$ cat src/rtl/cordic_pkg.sv
// Shared types and Q4.16 constants for the CORDIC square-root sequencer.
// CORDIC_GAIN_COMP_EN adds the GAIN state and its shift list.
package cordic_pkg;

  localparam int W = 20;

`ifdef CORDIC_GAIN_COMP_EN
  typedef enum logic [2:0] {
    S_IDLE,
    S_LDX,
    S_LDY,
    S_ITY,
    S_ITX,
    S_GAIN
  } state_t;
`else
  typedef enum logic [2:0] {
    S_IDLE,
    S_LDX,
    S_LDY,
    S_ITY,
    S_ITX
  } state_t;
`endif

  localparam logic [W-1:0] QUARTER  = 20'h04000;
  localparam logic [W-1:0] RANGE_LO = 20'h007AE;
  localparam logic [W-1:0] RANGE_HI = 20'h20000;

  // Hyperbolic CORDIC must run these shifts twice to converge.
  localparam logic [4:0] REP_A = 5'd4;
  localparam logic [4:0] REP_B = 5'd13;

  localparam logic [2:0] GAIN_STEPS = 3'd5;

  // 1/K_h ~= 1 + 2^-3 + 2^-4 + 2^-6 + 2^-8 + 2^-11
  function automatic logic [4:0] gain_shift(input logic [2:0] idx);
    case (idx)
      3'd0:    return 5'd3;
      3'd1:    return 5'd4;
      3'd2:    return 5'd6;
      3'd3:    return 5'd8;
      default: return 5'd11;
    endcase
  endfunction

endpackage

$ cat src/rtl/cordic_addsub.sv
// Single shared 20-bit add/subtract slice; all operand muxing is done by the caller.
module cordic_addsub
  import cordic_pkg::*;
(
  input  logic [W-1:0] i_a,
  input  logic [W-1:0] i_b,
  input  logic         i_sub,
  output logic [W-1:0] o_out
);

  assign o_out = i_sub ? (i_a - i_b) : (i_a + i_b);

endmodule

$ cat src/rtl/cordic_sqrt_ctrl.sv
// Hyperbolic-vectoring CORDIC square root sequenced through one shared adder.
// Define CORDIC_GAIN_COMP_EN to append five shift-add cycles that remove the K_h gain.
module cordic_sqrt_ctrl
  import cordic_pkg::*;
#(
  parameter int ITER = 14
)
(
  input  logic         clk,
  input  logic         rst,
  input  logic         start,
  input  logic [W-1:0] din,
  output logic         busy,
  output logic         done,
  output logic [W-1:0] result,
  output logic         range_err
);

  localparam logic [4:0] ITER_L = 5'(ITER);

  state_t              r_state;
  state_t              w_state_next;

  logic signed [W-1:0] r_x;
  logic signed [W-1:0] r_y;
  logic signed [W-1:0] r_tmp;
  logic        [W-1:0] r_din;
  logic        [4:0]   r_shift;
  logic                r_rep;
  logic                r_err_pend;
  logic                r_done;
  logic        [W-1:0] r_result;
  logic                r_range_err;
`ifdef CORDIC_GAIN_COMP_EN
  logic        [2:0]   r_gidx;
  logic signed [W-1:0] w_g_sh;
`endif

  logic        [W-1:0] w_a;
  logic        [W-1:0] w_b;
  logic                w_sub;
  logic        [W-1:0] w_sum;
  logic                w_finish;
  logic                w_is_rep;
  logic                w_last_micro;
  logic signed [W-1:0] w_x_sh;
  logic signed [W-1:0] w_y_sh;

  cordic_addsub u_addsub (
    .i_a   (w_a),
    .i_b   (w_b),
    .i_sub (w_sub),
    .o_out (w_sum)
  );

  assign w_x_sh       = r_x >>> r_shift;
  assign w_y_sh       = r_y >>> r_shift;
  assign w_is_rep     = (r_shift == REP_A) || (r_shift == REP_B);
  // The last micro-iteration is shift ITER once any pending repeat of it is done.
  assign w_last_micro = (r_shift == ITER_L) && !(w_is_rep && !r_rep);
`ifdef CORDIC_GAIN_COMP_EN
  assign w_g_sh       = r_x >>> gain_shift(r_gidx);
`endif

  always_ff @(posedge clk) begin
    if (rst) begin
      r_state <= S_IDLE;
    end else begin
      r_state <= w_state_next;
    end
  end

  always_comb begin
    w_state_next = r_state;
    w_a          = r_x;
    w_b          = '0;
    w_sub        = 1'b0;
    w_finish     = 1'b0;
    case (r_state)
      S_IDLE: begin
        if (start) begin
          w_state_next = S_LDX;
        end
      end
      S_LDX: begin
        w_a          = r_din;
        w_b          = QUARTER;
        w_state_next = S_LDY;
      end
      S_LDY: begin
        w_a          = r_din;
        w_b          = QUARTER;
        w_sub        = 1'b1;
        w_state_next = S_ITY;
      end
      S_ITY: begin
        w_a          = r_y;
        w_b          = w_x_sh;
        w_sub        = !r_y[W-1];
        w_state_next = S_ITX;
      end
      S_ITX: begin
        w_a   = r_x;
        w_b   = w_y_sh;
        w_sub = !r_y[W-1];
        if (w_last_micro) begin
`ifdef CORDIC_GAIN_COMP_EN
          w_state_next = S_GAIN;
`else
          w_state_next = S_IDLE;
          w_finish     = 1'b1;
`endif
        end else begin
          w_state_next = S_ITY;
        end
      end
`ifdef CORDIC_GAIN_COMP_EN
      S_GAIN: begin
        // First step seeds the accumulator with x itself.
        w_a = (r_gidx == 3'd0) ? r_x : r_tmp;
        w_b = w_g_sh;
        if (r_gidx == GAIN_STEPS - 3'd1) begin
          w_state_next = S_IDLE;
          w_finish     = 1'b1;
        end
      end
`endif
      default: begin
        w_state_next = S_IDLE;
      end
    endcase
  end

  always_ff @(posedge clk) begin
    if (rst) begin
      r_x         <= '0;
      r_y         <= '0;
      r_tmp       <= '0;
      r_din       <= '0;
      r_shift     <= 5'd1;
      r_rep       <= 1'b0;
      r_err_pend  <= 1'b0;
      r_done      <= 1'b0;
      r_result    <= '0;
      r_range_err <= 1'b0;
`ifdef CORDIC_GAIN_COMP_EN
      r_gidx      <= '0;
`endif
    end else begin
      r_done <= w_finish;
      case (r_state)
        S_IDLE: begin
          if (start) begin
            r_din      <= din;
            r_err_pend <= (din < RANGE_LO) || (din >= RANGE_HI);
          end
        end
        S_LDX: r_x   <= w_sum;
        S_LDY: r_y   <= w_sum;
        S_ITY: r_tmp <= w_sum;
        S_ITX: begin
          r_x <= w_sum;
          r_y <= r_tmp;
          if (w_last_micro) begin
            r_shift <= 5'd1;
            r_rep   <= 1'b0;
          end else if (w_is_rep && !r_rep) begin
            r_rep <= 1'b1;
          end else begin
            r_shift <= r_shift + 5'd1;
            r_rep   <= 1'b0;
          end
        end
`ifdef CORDIC_GAIN_COMP_EN
        S_GAIN: begin
          r_tmp  <= w_sum;
          r_gidx <= (r_gidx == GAIN_STEPS - 3'd1) ? 3'd0 : r_gidx + 3'd1;
        end
`endif
        default: ;
      endcase
      if (w_finish) begin
        r_result    <= w_sum;
        r_range_err <= r_err_pend;
      end
    end
  end

  assign busy      = (r_state != S_IDLE);
  assign done      = r_done;
  assign result    = r_result;
  assign range_err = r_range_err;

endmodule
$ cat config.mk
export PLATFORM = sky130hd
export DESIGN_NAME = cordic_sqrt_ctrl
export DESIGN_NICKNAME = d
export VERILOG_FILES = /design/src/rtl/cordic_pkg.sv /design/src/rtl/cordic_addsub.sv /design/src/rtl/cordic_sqrt_ctrl.sv
export SDC_FILE = /design/constraint.sdc
export NUM_CORES = 1
export LEC_CHECK = 0
export CORE_AREA = 4 4 144 112
export DETAILED_ROUTE_END_ITERATION = 10
export DIE_AREA = 0 0 148 116
export GPL_ROUTABILITY_DRIVEN = 0
export HOLD_SLACK_MARGIN = 0.12
export PLACE_DENSITY = 0.85
export SLEW_MARGIN = 20
export SYNTH_ARGS = -nofsm -noshare
export SYNTH_HDL_FRONTEND = slang
export SYNTH_SLANG_ARGS = --single-unit
$ cat constraint.sdc
create_clock -name clk -period 5.31 [get_ports clk]
set_input_delay 0.7965 -clock clk [delete_from_list [all_inputs] [get_ports clk]]
set_output_delay 0.7965 -clock clk [all_outputs]
set_load 0.01 [all_outputs]
After elaboration in Yosys (flattened, before gate mapping)
Cells that the tools add are included.
{ "totals": {"inputBits": 23, "elab_cells": 56, "out_inout_bits": 23, "reg_bits": 112} }
{ "classes": {"magnitude_cmp": 2, "shifts": 2, "reduce_logical": 15, "eq_ne": 9, "n_addsub": 3, "mux": 14} }
{ "op_table": {"columns": ["operator", "n"], "rows": [
  ["case mux 20 bit (2 select lines)", 2],
  ["case mux 20 bit (3 select lines)", 1],
  [">>> shifter 20 x 5 -> 20 bit", 2],
  ["adder 20 bit", 1],
  [">= comparator 20 x 18 -> 1 bit (second input constant)", 1],
  ["< comparator 20 x 11 -> 1 bit (second input constant)", 1],
  ["two-way mux 20 bit", 1],
  ["subtractor 20 bit", 1],
  ["case mux 3 bit (5 select lines)", 1],
  ["equality test 5 x 4 -> 1 bit (second input constant)", 2],
  ["two-way mux 5 bit", 2],
  ["equality test 3 x 2 -> 1 bit (second input constant)", 2],
  ["OR reduction 2 bit", 3],
  ["adder 5 x 1 -> 5 bit (second input constant)", 1],
  ["equality test 5 x 3 -> 1 bit (second input constant)", 1],
  ["two-way mux 1 bit", 4],
  ["inequality test 2 bit (second input constant)", 2],
  ["AND reduction 2 bit", 2],
  ["equality test 3 x 1 -> 1 bit (second input constant)", 1],
  ["equality test 3 bit (second input constant)", 1],
  ["zero test 1 bit", 3],
  ["zero test 3 bit", 1],
  ["two-way mux 3 bit", 1],
  ["nonzero test 3 bit", 1],
  ["5 further kinds", 7]
]} }

Longest topological paths before layout
{ "depth": {"word_depth": 7, "ltp_mapped": 25, "mapped_depth_nobuf": 22} }

Cells and area by module
A second synthesis with hierarchy kept.
{ "hier_totals": {"hier_cells": 971, "hier_area_um2": 7810.0} }
{ "modules_own_cells": {"columns": ["module", "cells_per_inst", "seq_area_each_um2", "area_each_um2", "instances"], "rows": [
  ["cordic_sqrt_ctrl", 788, 2242.2, 6427.4, 1],
  ["cordic_addsub", 183, 0.0, 1382.6, 1]
]} }

Worst setup path after synthesis
No wires, ideal clock.
{ "synth_path": {"path_kind": "register to register", "start": "reg r_state[2]", "end": "reg r_x[19]", "t_required_ns": 5.218, "setup_time_ns": 0.092, "synth_period_minus_slack_ns": 4.979, "n_path_buf": 2, "stages_incl_launch_ff": 24, "setup_slack_ns": 0.331, "t_arrival_ns": 4.887, "cell_sequence": "dfxtp_1 or3b_1 buf_6 clkbuf_1 mux4_2 mux4_2 a31o_1 inv_1 ha_1 inv_1 nor2_1 and4b_1 nor2_1 xor2_1 ha_1 a21oi_1 o21ai_0 a21o_1 a41o_1 a211oi_1 o21a_1 nor2_1 and3_1 nor4_1"} }
{ "synth_between": {"elab_chain_cells": 5, "elab_cells_between_ends": 13, "cone_classes": "add/sub (2); eq/ne (4); mux (4); reduce/logical (3)"} }
{ "synth_lines": {"columns": ["item", "line", "source"], "rows": [
  ["from (decl)", "cordic_sqrt_ctrl.sv:21", "state_t r_state;"],
  ["from (signal assigned)", "cordic_sqrt_ctrl.sv:69", "r_state <= w_state_next;"],
  ["equality test 3 x 2 -> 1 bit or equality test 3 x 1 -> 1 bit (tied branches)", "cordic_sqrt_ctrl.sv:79, cordic_sqrt_ctrl.sv:151", null],
  ["OR reduction 2 bit (no source line)", null, null],
  ["case mux 20 bit (3 select lines) or case mux 20 bit (2 select lines) (tied branches)", "cordic_sqrt_ctrl.sv:79", "case (r_state)"],
  ["adder 20 bit or subtractor 20 bit (tied branches)", "cordic_addsub.sv:11", "assign o_out = i_sub ? (i_a - i_b) : (i_a + i_b);"],
  ["two-way mux 20 bit", "cordic_addsub.sv:11", null],
  ["to (signal assigned)", "cordic_sqrt_ctrl.sv:158", "S_LDX: r_x <= w_sum;"],
  ["to (signal assigned)", "cordic_sqrt_ctrl.sv:162", "r_x <= w_sum;"],
  ["to (decl)", "cordic_sqrt_ctrl.sv:24", "logic signed [W-1:0] r_x;"]
]} }
Parallel ways exist; a longest one is shown, timed or not.
A chain may end at the register's enable or synchronous reset.

Worst setup path after layout
{ "layout_path": {"start": "reg r_state[0]", "end": "reg r_x[16]"} }
The elaborated chain is that of the path after synthesis.

==> summary.txt <==
STA
  • Upper clock frequency limit: roughly 190 MHz
  • Final worst path period need: 5.25 ns
  • Final count of hold timing violations: 0
  • Fin Hold WS: 0.462 ns
  • Max-slew violation count: 0
  • Slew margin rel.: 31.4%
  • Final setup vio count: 0
  • Worst Tran Pin Value: between 1 and 1.5 ns
  • Setup Skew: 0.0128 ns
  • Final cycle utilization of the critical path: 98.9%

Setup path
  • Critical path endpoint category: register
  • Worst-path fanout max: 23
  • CP Data Required Time: 5.60 ns
  • Crit path launch type: register
  • Crit path kind: register to register
  • Worst Path Arrival: approximately 5.5 ns
  • Reg2reg setup slack: 0.06 ns

Power
  • Maximum VDD drop: approximately 0.00037 V
  • Leak Pwr: 3.34 nW
  • Total power: 0.00409 W
  • PwrDens: between 400 and 500 nW/um^2

Detailed routing
  • Total number of vias: roughly 8,500
  • Routed len/inst: 21.9 um
  • DRT Wirelength: between 20 and 30 mm
  • First-pass DRT Iterations: 8
  • Detailed Route Iter0 Violations: about 1,400
  • DRC Markers: 0
  • Via density: slightly below 7
  • ANT nets after route: 0

Logic synthesis
  • Flops & latches, synth: 112
  • Register area share after synthesis: 28.2%
  • Synth cell types: 79
  • Post-synthesis mux area share: between 15 and 20%
  • Ys async rst share: 0%
  • Synth Area in XOR/XNOR: 3.53%
  • Avg Cell Area, Syn: 8.00 um^2
  • Primary FF master, synth: dfxtp_1
  • Yosys warns: 0
  • Area leader, netlist: dfxtp_1
  • Post-Syn Nets: 1,042
  • Adder-Cell Fraction of Synth Area: 4.19%
  • Post-Synth Simple-Gate Area: 20.3%
  • Largest family of logic cells by synthesized area: compound AO/OA/AOI/OAI gates
  • Post-synthesis compound-gate area fraction: a little under a quarter
  • Post-synth EDFFs: 0
  • Mapped Cells: around 990
  • Main area contributors after synthesis: dfxtp_1 28%, nand2_1 9.0%, mux4_2 8.2%, a21oi_1 6.4%, mux2i_1 5.0%
  • Post-Synthesis Cell Area: 7940 um^2
  • Yosys top cell area share: 28.2%

CTS
  • TritonCTS clock tree: built
  • Clock transition at path regs: 0.08 ns
  • CTS Buf Count: 9
  • CTS H-tree lvls: 3
  • Clk Latency, worst-skew pair: 0.37 ns
  • Sinks on Clock Net: 112
  • Root buf cell: clkbuf_16
  • CTS Hold Bufs: 0
  • Clock Tree Buf Depth: 2

Finish
  • Area Overhead vs Synth: 18.2%
  • Layout Utilization: 63.3%
  • # fillers: 1,201
  • Final nets: around 1,100
  • Cell Count, Final, Fillers Out: about 1,200
  • Ant diodes: 0
  • Layout cells sized above 1: 16.8%

Die
  • Starting Density: 53.5%
  • Die X-Extent: roughly 150 um
  • Die Area: 17,200 um^2
  • Ports: 46
  • Core footprint: roughly 15,000 um^2
  • Chip height: 116 um
  • Site Rows: 39

Placed design
  • Placed cell count: between 1,000 and 1,500
  • HPWL Detailed: 19.1 mm
  • # port buffers: 45

Global route
  • First-pass GRT wire length: between 40 and 50 mm
  • Pin count of the biggest net entering global routing: 113
  • Gr ovfl total: 0
  • Antenna violations before repair: 0
  • Total Routing Usage GR: 30.5%
  • Number of global-route vias before repair: a little under 8,000

Min path
  • Worst min path class: register to register

Status
  • Status: completed

Flow run
  • Max-capacitance violation count: 0
[Yosys cell counts (10+ instances only)]
| cell type | count |
|---|---|
| nor3_1 | 20 |
| nand2b_1 | 10 |
| nand2_1 | 191 |
| clkbuf_1 | 57 |
| nand3_1 | 10 |
| nor2_1 | 73 |
| dfxtp_1 | 112 |
| ha_1 | 25 |
| o21ai_0 | 36 |
| buf_1 | 11 |
| mux2_2 | 17 |
| mux2i_1 | 40 |
| xor2_1 | 15 |
| mux4_2 | 29 |
| a21oi_1 | 102 |
| a22oi_1 | 36 |
| xnor2_1 | 17 |
| or3_1 | 10 |
| a211oi_1 | 16 |
| inv_1 | 16 |
[worst paths after layout]
| kind | from | end | cells past startpoint |
|---|---|---|---|
| setup / recovery | r_state[0] | r_x[16] | 21 |
| hold / removal | result[10] | result[10] | 2 |
| setup reg to reg | r_state[0] | r_x[16] | 21 |
| hold reg to reg | result[10] | result[10] | 2 |
[logic make-up after synthesis]
| group | count (synthesis) |
|---|---|
| flops | 112 |
| mux | 90 |
| buf+inv | 92 |
| compound gates | 277 |
| fa+ha+maj | 26 |
| xor+xnor | 32 |
| simple gates | 364 |
[critical path: stages (launching register included)]
cell and delay [ns]:
dfxtp_1 0.32, or3b_4 0.41, buf_12 0.18, buf_6 0.16
mux4_2 0.47, mux2i_4 0.20, a32o_2 0.17, a31o_1 0.15
inv_1 0.07, ha_1 0.31, nor2_1 0.14, a21oi_1 0.10
fa_1 0.45, nor2b_1 0.13, o21ai_1 0.09, a21boi_1 0.30
o2111ai_2 0.19, a31oi_1 0.30, o211ai_1 0.24, and4_1 0.29
or3_1 0.36, a21oi_1 0.12
[report_power, final]
part           total (W)  internal (W)  switching (W)
Combinational    0.00228      0.000899        0.00138
Clock           0.000719      0.000353       0.000366
Sequential       0.00110      0.000940       0.000158
Total            0.00409       0.00219        0.00190
[metal layers]
metal / up-vias / GRT usage [%] / part of all wire (%)
met3: 172 / 8.64 / 13
li1: 3711 / - / -
met5: - / 0 / 0
met4: 0 / 13.2 / 6.1
met1: 3916 / 40.4 / 38
met2: 711 / 46.9 / 43
[per-stage QoR]
stage / TNS (ns) / setup slack, ns / cell area (um^2)
after detailed placement: -0.421 / -0.138 / 8810
final: 0 / 0.0604 / 9390
after CTS: 0 / 0.0271 / 9170
after global placement: 0 / 0.0810 / 8810
after floorplan: 0 / 0.331 / 7940
after global routing: -0.705 / -0.106 / 9390
[cell usage in the layout, fill, tap and decap left out, drive strengths merged, types with 15 or more instances in the layout]
cell type	netlist	layout
ha	25	25
a22oi	36	36
a211oi	16	16
mux4	29	29
dfxtp	112	112
mux2	21	21
nor2	73	73
mux2i	40	40
nand2	191	191
clkdlybuf4s50	0	44
xor2	15	15
a21oi	102	102
inv	17	20
nor3	21	21
buf	17	65
o21ai	37	37
xnor2	17	17
[state kept, by name (all words and copies together) (netlist names)]
name	count
r_state	3
r_din	20
r_tmp	20
r_err_pend	1
r_y	20
r_shift	5
r_rep	1
r_x	20
done	1
result	20
range_err	1
[timing repair]
| action | 4_1_cts | 5_1_grt |
|---|---|---|
| gates resized for setup | 10 | 36 |
| buffers inserted | 0 | 9 |
| pin swaps | 3 | 13 |
| endpoints found under the setup margin | 12 | 28 |
[area by class of cell]
cell class | instances | area (um^2) | area share (%)
multi-input cells | 789 | 5520 | 58.8
flip-flops and latches | 112 | 2250 | 24.0
repair buffers | 109 | 973 | 10.4
well taps | 205 | 256 | 2.73
clock buffers | 10 | 239 | 2.55
clock inverters | 6 | 80.1 | 0.853
inverters | 18 | 67.6 | 0.720
No activity file was read; power rests on OpenSTA's default activity.
